## config.mk

```make
export PLATFORM = sky130hd
export DESIGN_NAME = hazard_scoreboard
export DESIGN_NICKNAME = d
export VERILOG_FILES = /design/src/rtl/hazard_scoreboard.sv
export SDC_FILE = /design/constraint.sdc
export NUM_CORES = 1
export LEC_CHECK = 0
export CAP_MARGIN = 5
export CORE_MARGIN = 2
export CORE_UTILIZATION = 45
export CTS_CLUSTER_SIZE = 16
export DETAILED_ROUTE_END_ITERATION = 10
export PLACE_DENSITY = 0.79
export SYNTH_ARGS = -nofsm -noshare
export SYNTH_HDL_FRONTEND = slang
export SYNTH_SLANG_ARGS = --single-unit
```

## constraint.sdc

```tcl
create_clock -name clk -period 2.75 [get_ports clk]
set_clock_uncertainty 0.05 [all_clocks]
set_input_delay 0.4125 -clock clk [delete_from_list [all_inputs] [get_ports clk]]
set_output_delay 0.4125 -clock clk [all_outputs]
set_load 0.005 [all_outputs]
```

## src/rtl/hazard_scoreboard.sv

```systemverilog
// hazard_scoreboard: pipeline register scoreboard producing load-use stall and forwarding selects.
//   Optional build macro SCOREBOARD_STATS_EN adds stall/forward event counters.
//   Ports:
//     clk, reset            clock and synchronous active-high reset
//     issue_valid/wr/wa/ld  instruction in decode asking to advance to E
//     rd_valid, rd_addr     decode read ports (NRD ports, TW bits each)
//     flush                 branch taken in E; kills decode and the instruction in E
//     stall_d               combinational hold of fetch/decode
//     fwd_sel               registered per-port forward source for the instruction in E (0 = regfile)
//     busy_mask             registers with an in-flight writer
//     stall_cnt, fwd_cnt    saturating event counters (SCOREBOARD_STATS_EN only)
module hazard_scoreboard #(
   parameter int NREG   = 16,
   parameter int DEPTH  = 3,
   parameter int NRD    = 3,
   parameter int LD_LAT = 2,
   parameter int PC_REG = 15,
   localparam int TW    = $clog2(NREG),
   localparam int FW    = $clog2(DEPTH)
) (
   input  logic              clk,
   input  logic              reset,
   input  logic              issue_valid,
   input  logic              issue_wr,
   input  logic [TW-1:0]     issue_wa,
   input  logic              issue_ld,
   input  logic [NRD-1:0]    rd_valid,
   input  logic [NRD*TW-1:0] rd_addr,
   input  logic              flush,
   output logic              stall_d,
   output logic [NRD*FW-1:0] fwd_sel,
   output logic [NREG-1:0]   busy_mask
`ifdef SCOREBOARD_STATS_EN
   ,
   output logic [31:0]       stall_cnt,
   output logic [31:0]       fwd_cnt
`endif
);
   logic [DEPTH:1]    r_v;
   logic [DEPTH:1]    r_ld;
   logic [TW-1:0]     r_wa [1:DEPTH];
   logic [NRD*FW-1:0] r_fwd;
   logic              w_ld_hit;
   logic              w_accept;
   logic [NRD*FW-1:0] w_fwd;
   logic [NREG-1:0]   w_busy;

   // Walk entries oldest to youngest so the youngest matching writer overwrites the select.
   always_comb begin
      w_ld_hit = 1'b0;
      w_fwd    = '0;
      w_busy   = '0;
      for (int k = DEPTH; k >= 1; k--) begin
         if (r_v[k]) w_busy[r_wa[k]] = 1'b1;
         for (int i = 0; i < NRD; i++)
            if (rd_valid[i] && r_v[k] && r_wa[k] == rd_addr[i*TW +: TW] && rd_addr[i*TW +: TW] != TW'(PC_REG)) begin
               // the oldest entry is written back this cycle, so the register file already sees it
               if (k < DEPTH) w_fwd[i*FW +: FW] = FW'(k);
               if (k < LD_LAT && r_ld[k]) w_ld_hit = 1'b1;
            end
      end
   end

   assign stall_d   = ~flush & issue_valid & w_ld_hit;
   assign w_accept  = issue_valid & ~stall_d & ~flush;
   assign fwd_sel   = r_fwd;
   assign busy_mask = w_busy;

   always_ff @(posedge clk) begin
      if (reset) begin
         r_v   <= '0;
         r_ld  <= '0;
         r_wa  <= '{default: '0};
         r_fwd <= '0;
      end else begin
         r_v[1]  <= w_accept & issue_wr;
         r_ld[1] <= issue_ld;
         r_wa[1] <= issue_wa;
         for (int k = 2; k <= DEPTH; k++) begin
            // a flush kills the instruction leaving E
            r_v[k]  <= (k == 2 && flush) ? 1'b0 : r_v[k-1];
            r_ld[k] <= r_ld[k-1];
            r_wa[k] <= r_wa[k-1];
         end
         r_fwd <= w_accept ? w_fwd : '0;
      end
   end

`ifdef SCOREBOARD_STATS_EN
   logic [31:0] r_stall_cnt;
   logic [31:0] r_fwd_cnt;

   always_ff @(posedge clk) begin
      if (reset) begin
         r_stall_cnt <= '0;
         r_fwd_cnt   <= '0;
      end else begin
         if (stall_d && !(&r_stall_cnt)) r_stall_cnt <= r_stall_cnt + 32'd1;
         if ((|r_fwd) && !(&r_fwd_cnt)) r_fwd_cnt <= r_fwd_cnt + 32'd1;
      end
   end

   assign stall_cnt = r_stall_cnt;
   assign fwd_cnt   = r_fwd_cnt;
`endif
endmodule

```

# ---- Word level (Yosys, flattened, before mapping)
# Index checks and enable logic that the tools add are counted.
dict set report word_totals {
  ff_bits 22
  out_inout_bits 23
  wordCells 82
}
dict set report op_classes {
  n_lt_le_gt_ge 6
  n_eq_ne 9
  n_mux 21
  bitwise_logic 10
  reduce_logical 26
}
# op n
set ops {}
lappend ops {{2-to-1 mux 16 bit} 3}
lappend ops {{OR 16 bit} 2}
lappend ops {{equality test 4 bit} 6}
lappend ops {{logical AND 1 bit} 21}
lappend ops {{< comparator 4 x 5 -> 1 bit, second input constant} 3}
lappend ops {{demux 1 bit (select 4 bit)} 3}
lappend ops {{greater-or-equal comparator 4 x 1 -> 1 bit, second input constant} 3}
lappend ops {{2-to-1 mux 1 bit} 12}
lappend ops {{inequality test 4 bit, second input constant} 3}
lappend ops {{OR reduction 3 bit} 3}
lappend ops {{2-to-1 mux 2 bit} 3}
lappend ops {{bitwise AND 1 bit} 5}
lappend ops {{OR reduction 2 bit} 2}
lappend ops {{inverter 1 bit} 3}

# ---- Longest topological paths before layout
# Gate-level depths: netlist (run 1).
dict set report logic_depth {
  ltp_word 14
  mapped_depth 6
  ltp_nobuf 5
}

# ---- Least setup slack after synthesis (run 1)
# OpenSTA, ideal clock, no wires.
dict set report synth_path {
  path_kind {in2out}
  start {input rd_addr[2]}
  end {output stall_d}
  arrival_ps 1292
  setup_slack_ps 995
  stages 5
  path_buffers 0
  path_cell_list {xor2_1 nor4_4 nand2_2 o21ai_2 o2111a_1}
}
dict set report synth_between {
  elab_chain_len 9
  word_cells_on_any_way 10
  cone_classes {eq/ne (2); mux (5); bitwise (1); reduce/logical (2)}
}
# element line_no
set synth_rtl {}
lappend synth_rtl {{from (decl)} 28} ;# input logic [NRD*TW-1:0] rd_addr,
lappend synth_rtl {{equality test 4 bit} 56} ;# if (rd_valid[i] && r_v[k] && r_wa[k] == rd_addr[i*TW +: TW] && rd_addr[i*TW +: TW] != TW'(PC_REG)) begin
lappend synth_rtl {{logical AND 1 bit} 56}
lappend synth_rtl {{logical AND 1 bit *} 56}
lappend synth_rtl {{2-to-1 mux 1 bit *} 56}
lappend synth_rtl {{2-to-1 mux 1 bit} 59} ;# if (k < LD_LAT && r_ld[k]) w_ld_hit = 1'b1;
lappend synth_rtl {{2-to-1 mux 1 bit *} 56}
lappend synth_rtl {{2-to-1 mux 1 bit} 59}
lappend synth_rtl {{2-to-1 mux 1 bit *} 56}
lappend synth_rtl {{bitwise AND 1 bit *} 64} ;# assign stall_d = ~flush & issue_valid & w_ld_hit;
lappend synth_rtl {{to (decl)} 30} ;# output logic stall_d,
# Every way passes the cells marked *; elsewhere a longest branch is shown, timed or not.

# ---- Worst setup path in the final report (run 1)
dict set report layout_path {
  start {register r_wa[11] (netlist bit)}
  end {output busy_mask[8]}
}
dict set report layout_between {
  elab_chain_len 6
  word_cells_on_any_way 7
  cone_classes {order compare (2); mux (3); bitwise (1); reduce/logical (1)}
}
# element line_no
set layout_rtl {}
lappend layout_rtl {{from (decl)} 41} ;# logic [TW-1:0] r_wa [1:DEPTH];
lappend layout_rtl {{from (signal, indexed assignment)} 83} ;# r_wa[k] <= r_wa[k-1];
lappend layout_rtl {{< comparator 4 x 5 -> 1 bit (not written as such) or greater-or-equal comparator 4 x 1 -> 1 bit (tied branches)} 54} ;# if (r_v[k]) w_busy[r_wa[k]] = 1'b1;
lappend layout_rtl {{logical AND 1 bit (not written as such)} 54}
lappend layout_rtl {{2-to-1 mux 1 bit (not written as such)} 54}
lappend layout_rtl {{demux 1 bit (select 4 bit) *} 54}
lappend layout_rtl {{OR 16 bit (no source line) *} n/a}
lappend layout_rtl {{2-to-1 mux 16 bit *} 54}
lappend layout_rtl {{to (decl)} 32} ;# output logic [NREG-1:0] busy_mask
# Marked as above.

==> results.txt, run 1 <==
----------------------------------------------------
[Pwr]
  Part of the total power dissipated in the clock network ... between 20% and 30%
  Proportion of power drawn by combinational gates ... 20.6%
  Proportion of total power due to net switching ... 26.7%
  Leakage ... 0.857 nW
  Relative contribution of sequential cells to total power ... 56.3%
  Net switching power figure ... 165 uW
  Worst IR Drop VDD ... between 0.2 and 0.3 mV
  Power density over the cells ... just under 300 nW/um^2
  Total power ... 617 uW
  Total internal power ... between 400 and 500 uW

[Cells and area]
  Fraction of final layout cells with drive strength greater than 1 ... a little under an eighth
  Most common cell after layout, fill and taps aside ... sky130_fd_sc_hd__clkdlybuf4s50_1
  Footprint of the multi-input gates ... 953 sq um
  Area Overhead vs Synth ... 41.8%
  Final-stage net count ... 268
  Final-layout fill cell count ... 278
  Commonest cells after routing, fill and taps aside ... sky130_fd_sc_hd__clkdlybuf4s50_1, sky130_fd_sc_hd__nand2_1, sky130_fd_sc_hd__dfxtp_1
  Core Util, Final ... about two thirds
  Diodes inserted ... 0
  Register Area ... roughly 440 sq um

[Floorplan]
  Chip Width ... between 60 and 70 microns
  Area of the die ... 3720 sq um
  Die extent in y ... 61.0 microns
  Area of the core ... 3080 sq um
  Starting Density ... 47.5%
  # rows ... 20
  Number of top-level pins ... 48

[Clock network]
  TritonCTS Sinks ... 22
  Number of H-tree levels ... 1
  TritonCTS Buffers ... 3
  Clock tree from TritonCTS ... yes
  Clock tree root driver cell ... sky130_fd_sc_hd__clkbuf_4
  Register clock-pin slew on the reported worst setup and hold paths ... 0.12 ns
  Largest buffer count on any clock path ... 2
  Clock insertion delay at the later pin of the skew report ... about 0.3 ns

[Yosys]
  Mean post-synth cell area ... between 7 and 8 sq um
  Number of warning messages in the yosys log ... 0
  Post-synthesis sequential area ratio ... 30.1%
  Share of synthesized flip-flops with an asynchronous set or reset ... 0%
  Most used flip-flop cell after synthesis ... sky130_fd_sc_hd__dfxtp_1
  Post-synth design cell area ... 1460 sq um
  Count of mapped cells out of synthesis ... 184
  Post-synth cell types ... 33
  Total nets after synthesis ... 209
  Number of enable flip-flop cells after synthesis ... 0
  Yosys reg bits ... 22

[Setup path]
  CP cell instances ... buf_4 > nor2b_1 > a22oi_1 > nand2_1 > clkdlybuf4s50_1
  Max stage delay on crit path ... 0.58 ns
  Worst reg2reg path startpoint ... r_wa[11]
  Worst path slowest cell ... sky130_fd_sc_hd__dfxtp_1
  Kind of end point of the critical path ... output pin
  Worst Setup SP ... r_wa[11]
  Worst path top cell family by delay ... buffers and inverters
  Critical path startpoint category ... flip-flop
  CP Data Required Time ... 2.29 ns
  Slack of the worst reg-to-reg path ... between 1 and 1.5 ns
  Buf/Inv on CP ... 2
  Crit-path max FO ... 7
  Arrival time of the worst setup path ... around 2.1 ns
  Class of the most critical setup path ... flip-flop to output pin

[Hold path]
  Start point of the worst hold path ... r_v[2]
  Hold Crit Class ... flip-flop to flip-flop

[Routing]
  Number of nets with antenna violations after detailed routing ... 0
  Wire length after detailed routing ... 3.90 mm
  Average wire length per cell after detail routing ... 13.7 microns
  Number of iterations in the first detailed-routing pass ... 4
  Mean number of vias per cell ... 5.43
  Iteration-0 DRC count of the detailed router ... 90
  Detailed-route via count ... 1,547
  Number of DRC violations after detailed routing ... 0

[STA]
  Slack of the critical path ... 0.195 ns
  Unrepaired setup endpoints after global routing ... false
  Count of endpoints failing setup in the final report ... 0
  Worst hold slack across all endpoints ... 0.479 ns
  Total count of max-transition violations in the final report ... 0
  Worst slew pin tran ... 0.509 ns
  Time the final worst path needs with I/O delays and setup ... ~2.6 ns
  Achievable Freq ... a little under 0.4 GHz
  Period utilisation layout ... a little over 90%
  Hold violation total from the final report ... 0
  Max-slew headroom ... 66.0%

[Run status]
  Run status ... finished, final reports clean

[Place]
  DP Worst Slack ... -0.0610 ns
  Routability Congestion ... 0.988
  Detailed placer's ending HPWL ... 3.08 mm
  Count of buffers inserted at the top-level ports ... 47

[Global route]
  Initial antenna violation count ... 0
  Largest net degree at the start of global routing ... 16
  Sum of overflow across all layers after global routing ... 0
  Global-route wire length before repair ... 6.23 mm
  GRT Resource Usage Total ... a little under a quarter
  Vias in the first global route ... 1,354

[Run]
  Maximum capacitance violations ... 0

----------------------------------------------------
[metrics by stage]
step	setup TNS, ns	cells	instance area (sq um)
global placement	-0.0183	281	2050
CTS	0	285	2070
floorplan	0	184	1460
detailed placement	-0.0610	281	2050
finish	0	285	2070
global route	0	285	2070
[power groups by stage]
stage | Clock, mW | Combinational, mW | Sequential (mW)
6_report | 0.143 | 0.127 | 0.347
5_1_grt | 0.163 | 0.138 | 0.349
4_1_cts | 0.147 | 0.127 | 0.347
3_5_place_dp | 0 | 0.127 | 0.354
3_3_place_gp | 0 | 0.125 | 0.354
2_1_floorplan | 0 | 0.0719 | 0.339
[layout make-up]
| cell class | count | area share (%) |
|---|---|---|
| flip-flops and latches | 22 | 21.3 |
| multi-input cells | 150 | 46.0 |
| repair buffers | 64 | 28.6 |
| inverters | 2 | 0.362 |
| well taps | 44 | 2.65 |
| clock buffers | 3 | 1.09 |
[cells by family (layout without fill, tap and decap cells)]
| family | Yosys count | in the layout | share of synthesized area (%) |
|---|---|---|---|
| AO/OA/AOI/OAI | 20 | 20 | 11.3 |
| XOR/XNOR | 23 | 23 | 13.8 |
| buffers and inverters | 12 | 69 | 4.70 |
| flip-flops | 22 | 22 | 30.1 |
| AND/OR/NAND/NOR | 107 | 107 | 40.1 |
[layer usage]
layer	wire (microns)	vias up	track usage (%)	share of wire [%]
li1	-	756	-	-
met1	1690	716	32.1	43
met2	1880	69	36.4	48
met3	287	6	2.94	7.4
met4	37	0	6.52	0.95
met5	0	-	0	0
[cells in the mapped netlist, types with 5 or more instances]
cell	count	share of area [%]
sky130_fd_sc_hd__a22oi_1	9	4.6
sky130_fd_sc_hd__a32oi_1	5	3.0
sky130_fd_sc_hd__and3_1	7	3.0
sky130_fd_sc_hd__clkbuf_1	5	1.3
sky130_fd_sc_hd__dfxtp_1	22	30
sky130_fd_sc_hd__nand2_1	33	8.5
sky130_fd_sc_hd__nand3_1	11	3.8
sky130_fd_sc_hd__nand4_1	8	3.4
sky130_fd_sc_hd__nor2_1	10	2.6
sky130_fd_sc_hd__nor2b_1	20	8.6
sky130_fd_sc_hd__nor3b_1	6	3.1
sky130_fd_sc_hd__xnor2_1	13	7.8
sky130_fd_sc_hd__xor2_1	10	6.0
[registers in the layout, indices dropped and copies added, names as in the netlist]
signal / flops
r_wa: 12
fwd_sel: 6
r_v: 3
r_ld: 1
[worst paths after layout]
path / end / cells after the start
worst max-delay path: busy_mask[8] / 5
worst max register to register: fwd_sel[5] / 5
worst min register to register: r_v[3] / 1
worst min-delay path: r_v[3] / 1
[timing repair]
action / CTS / global route
setup buffers: 1 / 0
gates resized for setup: 4 / 0
setup endpoints to repair: 1 / 0
hold buffers: 0 / 0
Power figures use the tool's default switching activity.
==> run 2, diff against run 1 <==
--- a/config.mk
+++ b/config.mk
@@ -7,10 +7,10 @@
 export LEC_CHECK = 0
 export CAP_MARGIN = 5
 export CORE_MARGIN = 2
-export CORE_UTILIZATION = 45
+export CORE_UTILIZATION = 49
 export CTS_CLUSTER_SIZE = 16
 export DETAILED_ROUTE_END_ITERATION = 10
-export PLACE_DENSITY = 0.79
+export PLACE_DENSITY = 0.85
 export SYNTH_ARGS = -nofsm -noshare
 export SYNTH_HDL_FRONTEND = slang
 export SYNTH_SLANG_ARGS = --single-unit
==> run 2 against run 1 <==
  * Critical endpoint unchanged
  * Total power up 7.8%
  * First-iteration DRC count grew 13%
  * Maximum frequency is 2.9% higher
  * Via count rose by 5.2%
  * Critical path type unchanged
  * Non-clock buffer count increased by 8
==> results.txt, run 2 (same netlist as run 1, synthesis figures left out) <==
----------------------------------------------------
[Cells and area]
  Diodes inserted ... 0 (unchanged)
  Register ranked first by flip-flop count ... r_wa
  Final-stage net count ... 276 (+3.0%)
  Most common cell after layout, fill and taps aside ... sky130_fd_sc_hd__clkdlybuf4s50_1
  Area Overhead vs Synth ... 47.5%
  Core Util, Final ... 76.9% (+9.5 points)
  Commonest cells after routing, fill and taps aside ... sky130_fd_sc_hd__clkdlybuf4s50_1, sky130_fd_sc_hd__nand2_1, sky130_fd_sc_hd__buf_4
  Flip-flop count of the largest register, all copies and words added ... 12 (unchanged)
  Fraction of final layout cells with drive strength greater than 1 ... 16.8% (+5.2 points)

[STA]
  Final total negative setup slack ... 0 ns (unchanged)
  Unrepaired setup endpoints after global routing ... false
  Achievable Freq ... 0.403 GHz (+2.9%)
  Max-slew headroom ... 63.9% (-2.2 points)
  Period utilisation layout ... 90.2% (-2.6 points)
  Worst slew pin tran ... 0.541 ns (+0.0322 ns)
  Hold violation total from the final report ... 0 (unchanged)
  Time the final worst path needs with I/O delays and setup ... 2.48 ns (-0.0728 ns)
  Count of endpoints failing setup in the final report ... 0 (unchanged)
  Total count of max-transition violations in the final report ... 0 (unchanged)

[Clock network]
  TritonCTS Sinks ... 22 (unchanged)
  Register clock-pin slew on the reported worst setup and hold paths ... 0.13 ns (about the same)
  Clock insertion delay at the later pin of the skew report ... 0.32 ns (+0.02 ns)
  TritonCTS Buffers ... 3 (unchanged)
  Largest buffer count on any clock path ... 2 (unchanged)
  Number of H-tree levels ... 1 (unchanged)
  Clock tree from TritonCTS ... yes
  Clock tree root driver cell ... sky130_fd_sc_hd__clkbuf_4

[Floorplan]
  Area of the core ... 2810 sq um (-8.9%)
  Starting Density ... 52.1% (+4.6 points)
  Die extent in y ... 58.6 microns (-3.9%)
  Area of the die ... 3440 sq um (-7.6%)
  # rows ... 19 (-5.0%)
  Number of top-level pins ... 48 (unchanged)
  Chip Width ... 58.6 microns (-3.9%)

[Global route]
  GRT Resource Usage Total ... 26.1% (+3.4 points)
  Largest net degree at the start of global routing ... 16 (unchanged)
  Initial antenna violation count ... 0 (unchanged)
  Global-route wire length before repair ... 6.89 mm (+11%)
  Sum of overflow across all layers after global routing ... 0 (unchanged)
  Vias in the first global route ... 1,537 (+14%)

[Routing]
  Average wire length per cell after detail routing ... 15.8 microns (+15%)
  Number of DRC violations after detailed routing ... 0 (unchanged)
  Mean number of vias per cell ... 5.79 (+6.7%)
  Wire length after detailed routing ... 4.43 mm (+14%)
  Number of iterations in the first detailed-routing pass ... 5 (+1)
  Iteration-0 DRC count of the detailed router ... 102 (+13%)
  Detailed-route via count ... 1,627 (+5.2%)
  Number of nets with antenna violations after detailed routing ... 0 (unchanged)

[Setup path]
  CP Data Required Time ... 2.29 ns (about the same)
  Class of the most critical setup path ... flip-flop to output pin
  Max stage delay on crit path ... 0.68 ns (+0.10 ns)
  Most prevalent standard cell on the critical path ... sky130_fd_sc_hd__nand2_1
  CP cell instances ... nor2b_1 > nand2_1 > nand2_1 > clkdlybuf4s50_1
  Worst path slowest cell ... sky130_fd_sc_hd__dfxtp_1
  Crit-path max FO ... 12 (+5)
  Critical path startpoint category ... flip-flop
  Arrival time of the worst setup path ... 2.02 ns (-0.07 ns)
  Kind of end point of the critical path ... output pin

[Pwr]
  Part of the total power dissipated in the clock network ... 27.4% (+4.3 points)
  Proportion of total power due to net switching ... 27.0% (+0.30 points)
  Net switching power figure ... 180 uW (+9.0%)
  Proportion of power drawn by combinational gates ... 20.2% (-0.4 points)
  Relative contribution of sequential cells to total power ... 52.4% (-3.9 points)
  Worst IR Drop VDD ... 0.313 mV (+19%)
  Leakage ... 0.953 nW (+11%)
  Total internal power ... 485 uW (+7.3%)
  Power density over the cells ... 308 nW/um^2 (+3.6%)
  Total power ... 665 uW (+7.8%)

[Place]
  Count of buffers inserted at the top-level ports ... 47 (unchanged)
  Routability Congestion ... 0.934 (-5.4%)
  Detailed placer's ending HPWL ... 3.20 mm (+3.9%)

[Hold path]
  Hold Crit Class ... flip-flop to flip-flop

[Run status]
  Run status ... finished, final reports clean

[Run]
  Maximum capacitance violations ... 0 (unchanged)

----------------------------------------------------
-- run 2: cell types whose count changed in the layout (fill, tap and decap cells not counted) --
cell	change
sky130_fd_sc_hd__dlymetal6s2s_1	+4
sky130_fd_sc_hd__dfxtp_4	+1
sky130_fd_sc_hd__dfxtp_1	-3
sky130_fd_sc_hd__nor3b_1	-2
sky130_fd_sc_hd__nor3b_2	+2
sky130_fd_sc_hd__clkbuf_8	+1
sky130_fd_sc_hd__dfxtp_2	+2
sky130_fd_sc_hd__dlygate4sd2_1	+1
sky130_fd_sc_hd__clkdlybuf4s50_1	-5
sky130_fd_sc_hd__buf_4	+8
-- run 2: cell type report --
class                      count  area (sq um)
clock buffer                   4          36.3
timing repair buffer          72           663
inverter                       2          7.51
tap                           31          38.8
fill                         203           648
sequential                    22           448
multi-input combinational    150           963
-- run 2: metrics by stage --
stage / hold WS [ns] / setup slack, ns / cell area, sq um / instances
detailed placement: 0.483 / -0.110 / 2040 / 269
floorplan: 0.413 / 0.995 / 1460 / 184
global placement: 0.471 / -0.0167 / 2040 / 269
CTS: 0.501 / 0.0114 / 2120 / 279
finish: 0.518 / 0.268 / 2160 / 281
global route: 0.534 / 0.170 / 2160 / 281
-- run 2: repair_timing --
item,4_1_cts,5_1_grt
hold buffers,0,0
pin swaps,4,6
setup endpoints to repair,1,2
buffers inserted,6,2
gates cloned,0,0
gates resized for setup,8,7
-- run 2: layer usage --
layer  global-route usage, %  up-vias  wire length, microns
met4                    5.52        0                    61
li1                        -      775                     -
met1                    33.4      758                  1800
met2                    45.6       87                  2200
met3                    5.05        7                   363
met5                       0        -                     0
-- run 2: power by group through the flow --
stage               combinational (mW)  clock, mW  sequential (mW)
floorplan                       0.0719          0            0.339
global placement                 0.123          0            0.353
detailed placement               0.129          0            0.354
CTS                              0.131      0.185            0.347
global route                     0.146      0.198            0.350
finish                           0.135      0.182            0.348
-- run 2: path summary, 6_finish.rpt --
path | from | endpoint | slack [ns] | cells past startpoint
setup / recovery | r_wa[7] | busy_mask[8] | 0.27 | 4
hold / removal | r_ld[1] | fwd_sel[3] | 0.52 | 1
setup reg to reg | r_wa[11] | fwd_sel[1] | 0.95 | 8
hold reg to reg | r_ld[1] | fwd_sel[3] | 0.52 | 1
-- run 2: critical path: cells and delay by family, from the launching register on --
family	cells	cell delay [ns]
flops	1	0.68
buf+inv	1	0.49
simple gates	3	0.53
==> run 3, diff against run 2 <==
--- a/config.mk
+++ b/config.mk
@@ -6,11 +6,10 @@
 export NUM_CORES = 1
 export LEC_CHECK = 0
 export CAP_MARGIN = 5
-export CORE_MARGIN = 2
 export CORE_UTILIZATION = 49
 export CTS_CLUSTER_SIZE = 16
 export DETAILED_ROUTE_END_ITERATION = 10
-export PLACE_DENSITY = 0.85
+export PLACE_DENSITY = 0.9
 export SYNTH_ARGS = -nofsm -noshare
 export SYNTH_HDL_FRONTEND = slang
 export SYNTH_SLANG_ARGS = --single-unit
==> run 3 against run 2 <==
  * Non-clock buffer count is 6 lower
  * Count of clock-buffer cells in the layout is 1 lower
  * Core utilization is 1.1 points lower
  * Critical path type unchanged
  * Clock power is 35% higher
  * Maximum frequency is 3.4% lower
==> results.txt, run 3 (same netlist as run 1, synthesis figures left out) <==
----------------------------------------------------
[Run status]
  Run status ... finished, final reports clean

[Setup path]
  Crit-path max FO ... 11 (-1)
  Arrival time of the worst setup path ... 2.11 ns (+0.09 ns)
  CP Data Required Time ... 2.29 ns (about the same)
  Class of the most critical setup path ... flip-flop to output pin
  Critical path startpoint category ... flip-flop
  Worst Setup SP ... r_v[1]
  Worst reg2reg path startpoint ... r_wa[9]
  Kind of end point of the critical path ... output pin

[Global route]
  Global-route wire length before repair ... 6.64 mm (-3.6%)
  Largest net degree at the start of global routing ... 16 (unchanged)
  Initial antenna violation count ... 0 (unchanged)
  GRT Resource Usage Total ... 26.6% (+0.53 points)
  Sum of overflow across all layers after global routing ... 0 (unchanged)
  Vias in the first global route ... 1,465 (-4.7%)

[Clock network]
  Clock tree root driver cell ... sky130_fd_sc_hd__clkbuf_4
  Clock tree from TritonCTS ... yes
  Clock insertion delay at the later pin of the skew report ... 0.31 ns (about the same)
  Register clock-pin slew on the reported worst setup and hold paths ... 0.12 ns (about the same)
  Number of H-tree levels ... 1 (unchanged)
  TritonCTS Sinks ... 22 (unchanged)
  Largest buffer count on any clock path ... 2 (unchanged)
  Quantity of hold-fixing buffers added after cts ... 0 (unchanged)
  TritonCTS Buffers ... 3 (unchanged)

[Routing]
  Detailed-route via count ... 1,583 (-2.7%)
  Number of iterations in the first detailed-routing pass ... 4 (-1)
  Number of nets with antenna violations after detailed routing ... 0 (unchanged)
  Number of DRC violations after detailed routing ... 0 (unchanged)
  Wire length after detailed routing ... 3.97 mm (-10%)
  Iteration-0 DRC count of the detailed router ... 99 (-2.9%)
  Mean number of vias per cell ... 5.76 (-0.58%)
  Average wire length per cell after detail routing ... 14.4 microns (-8.5%)

[Cells and area]
  Final-layout fill cell count ... 194 (-4.4%)
  Flip-flop count of the largest register, all copies and words added ... 12 (unchanged)
  Non-filler instance count after layout ... 275 (-2.1%)
  Final-stage net count ... 270 (-2.2%)
  Area Overhead vs Synth ... 44.1%
  Fraction of final layout cells with drive strength greater than 1 ... 13.1% (-3.7 points)
  Diodes inserted ... 0 (unchanged)
  Most common cell after layout, fill and taps aside ... sky130_fd_sc_hd__clkdlybuf4s50_1
  Register ranked first by flip-flop count ... r_wa
  Core Util, Final ... 75.8% (-1.1 points)
  Commonest cells after routing, fill and taps aside ... sky130_fd_sc_hd__clkdlybuf4s50_1, sky130_fd_sc_hd__nand2_1, sky130_fd_sc_hd__dfxtp_1

[Floorplan]
  Area of the core ... 2780 sq um (-0.85%)
  Number of top-level pins ... 48 (unchanged)
  Chip Width ... 56.6 microns (-3.4%)
  Starting Density ... 52.6% (+0.45 points)
  Area of the die ... 3210 sq um (-6.7%)
  # rows ... 19 (unchanged)
  Die extent in y ... 56.6 microns (-3.4%)

[Place]
  Count of buffers inserted at the top-level ports ... 47 (unchanged)
  Routability Congestion ... 0.887 (-5.0%)
  Detailed placer's ending HPWL ... 2.98 mm (-6.8%)
  DP Worst Slack ... -0.0474 ns (+0.0630 ns)
  Cell count after placement ... 269 (unchanged)

[STA]
  Slack of the critical path ... 0.180 ns (-0.0878 ns)
  Total count of max-transition violations in the final report ... 0 (unchanged)
  Count of endpoints failing setup in the final report ... 0 (unchanged)
  Achievable Freq ... 0.389 GHz (-3.4%)
  Max-slew headroom ... 65.7% (+1.8 points)
  Hold violation total from the final report ... 0 (unchanged)
  Period utilisation layout ... 93.4% (+3.2 points)
  Time the final worst path needs with I/O delays and setup ... 2.57 ns (+0.0878 ns)
  Worst slew pin tran ... 0.514 ns (-0.0273 ns)
  Unrepaired setup endpoints after global routing ... false

[Pwr]
  Proportion of total power due to net switching ... 24.0% (-3.0 points)
  Part of the total power dissipated in the clock network ... 34.0% (+6.6 points)
  Relative contribution of sequential cells to total power ... 48.0% (-4.4 points)
  Worst IR Drop VDD ... 0.396 mV (+26%)
  Net switching power figure ... 174 uW (-3.3%)
  Leakage ... 0.884 nW (-7.2%)
  Proportion of power drawn by combinational gates ... 18.0% (-2.2 points)
  Power density over the cells ... 343 nW/um^2 (+11%)
  Total internal power ... 549 uW (+13%)

[Hold path]
  Start point of the worst hold path ... r_ld[1]
  Hold Crit Class ... flip-flop to flip-flop

[Run]
  Maximum capacitance violations ... 0 (unchanged)

----------------------------------------------------
run 3: changes by cell type in the layout (fill, tap and decap cells not counted), sizes merged:
cell           previous run  this run
buf                      25        19
dlymetal6s2s              4         0
clkdlybuf4s50            39        42
bufinv                    0         1
clkbuf                    4         3
dlygate4sd2               4         5
run 3: through the flow:
| step | instance area, sq um | power, mW | TNS, ns | hold slack, ns |
|---|---|---|---|---|
| after floorplan | 1460 | 0.411 | 0 | 0.413 |
| after global placement | 2040 | 0.478 | -0.0194 | 0.477 |
| after detailed placement | 2040 | 0.482 | -0.0474 | 0.476 |
| after CTS | 2110 | 0.725 | 0 | 0.490 |
| after global routing | 2110 | 0.755 | 0 | 0.520 |
| final | 2110 | 0.723 | 0 | 0.485 |
run 3: path summary, 6_finish.rpt:
kind	to	slack [ns]	cells past startpoint
hold reg to reg	fwd_sel[3]	0.49	1
setup reg to reg	fwd_sel[0]	1.06	6
setup / recovery	busy_mask[12]	0.18	4
hold / removal	fwd_sel[3]	0.49	1
run 3: repair_timing:
item | 4_1_cts | 5_1_grt
gates resized for setup | 7 | 0
setup endpoints to repair | 1 | 0
setup buffers | 2 | 0
run 3: critical path: stages (launching register included):
cell and delay [ns]:
sky130_fd_sc_hd__dfxtp_1 0.55, sky130_fd_sc_hd__nor3b_1 0.49, sky130_fd_sc_hd__a32oi_1 0.17, sky130_fd_sc_hd__nand2_1 0.09
sky130_fd_sc_hd__clkdlybuf4s50_1 0.50
run 3: power by group through the flow:
| stage | sequential (mW) | clock, mW | combinational [mW] |
|---|---|---|---|
| after CTS | 0.346 | 0.249 | 0.129 |
| after global routing | 0.348 | 0.265 | 0.141 |
| after floorplan | 0.339 | 0 | 0.0719 |
| after detailed placement | 0.353 | 0 | 0.129 |
| after global placement | 0.352 | 0 | 0.126 |
| final | 0.347 | 0.246 | 0.130 |
run 3: cell type report:
class	instances	area (sq um)	area share, %
multi-input cells	150	961	45.6
repair buffers	66	607	28.8
flip-flops and latches	22	442	20.9
well taps	31	38.8	1.84
clock inverters	1	30.0	1.42
clock buffers	3	22.5	1.07
inverters	2	7.51	0.356
run 3: routing by layer:
metal	GRT usage [%]	wire, microns
met1	34.8	1620
met2	44.4	1950
met3	4.38	345
met4	8.71	42
met5	0	0
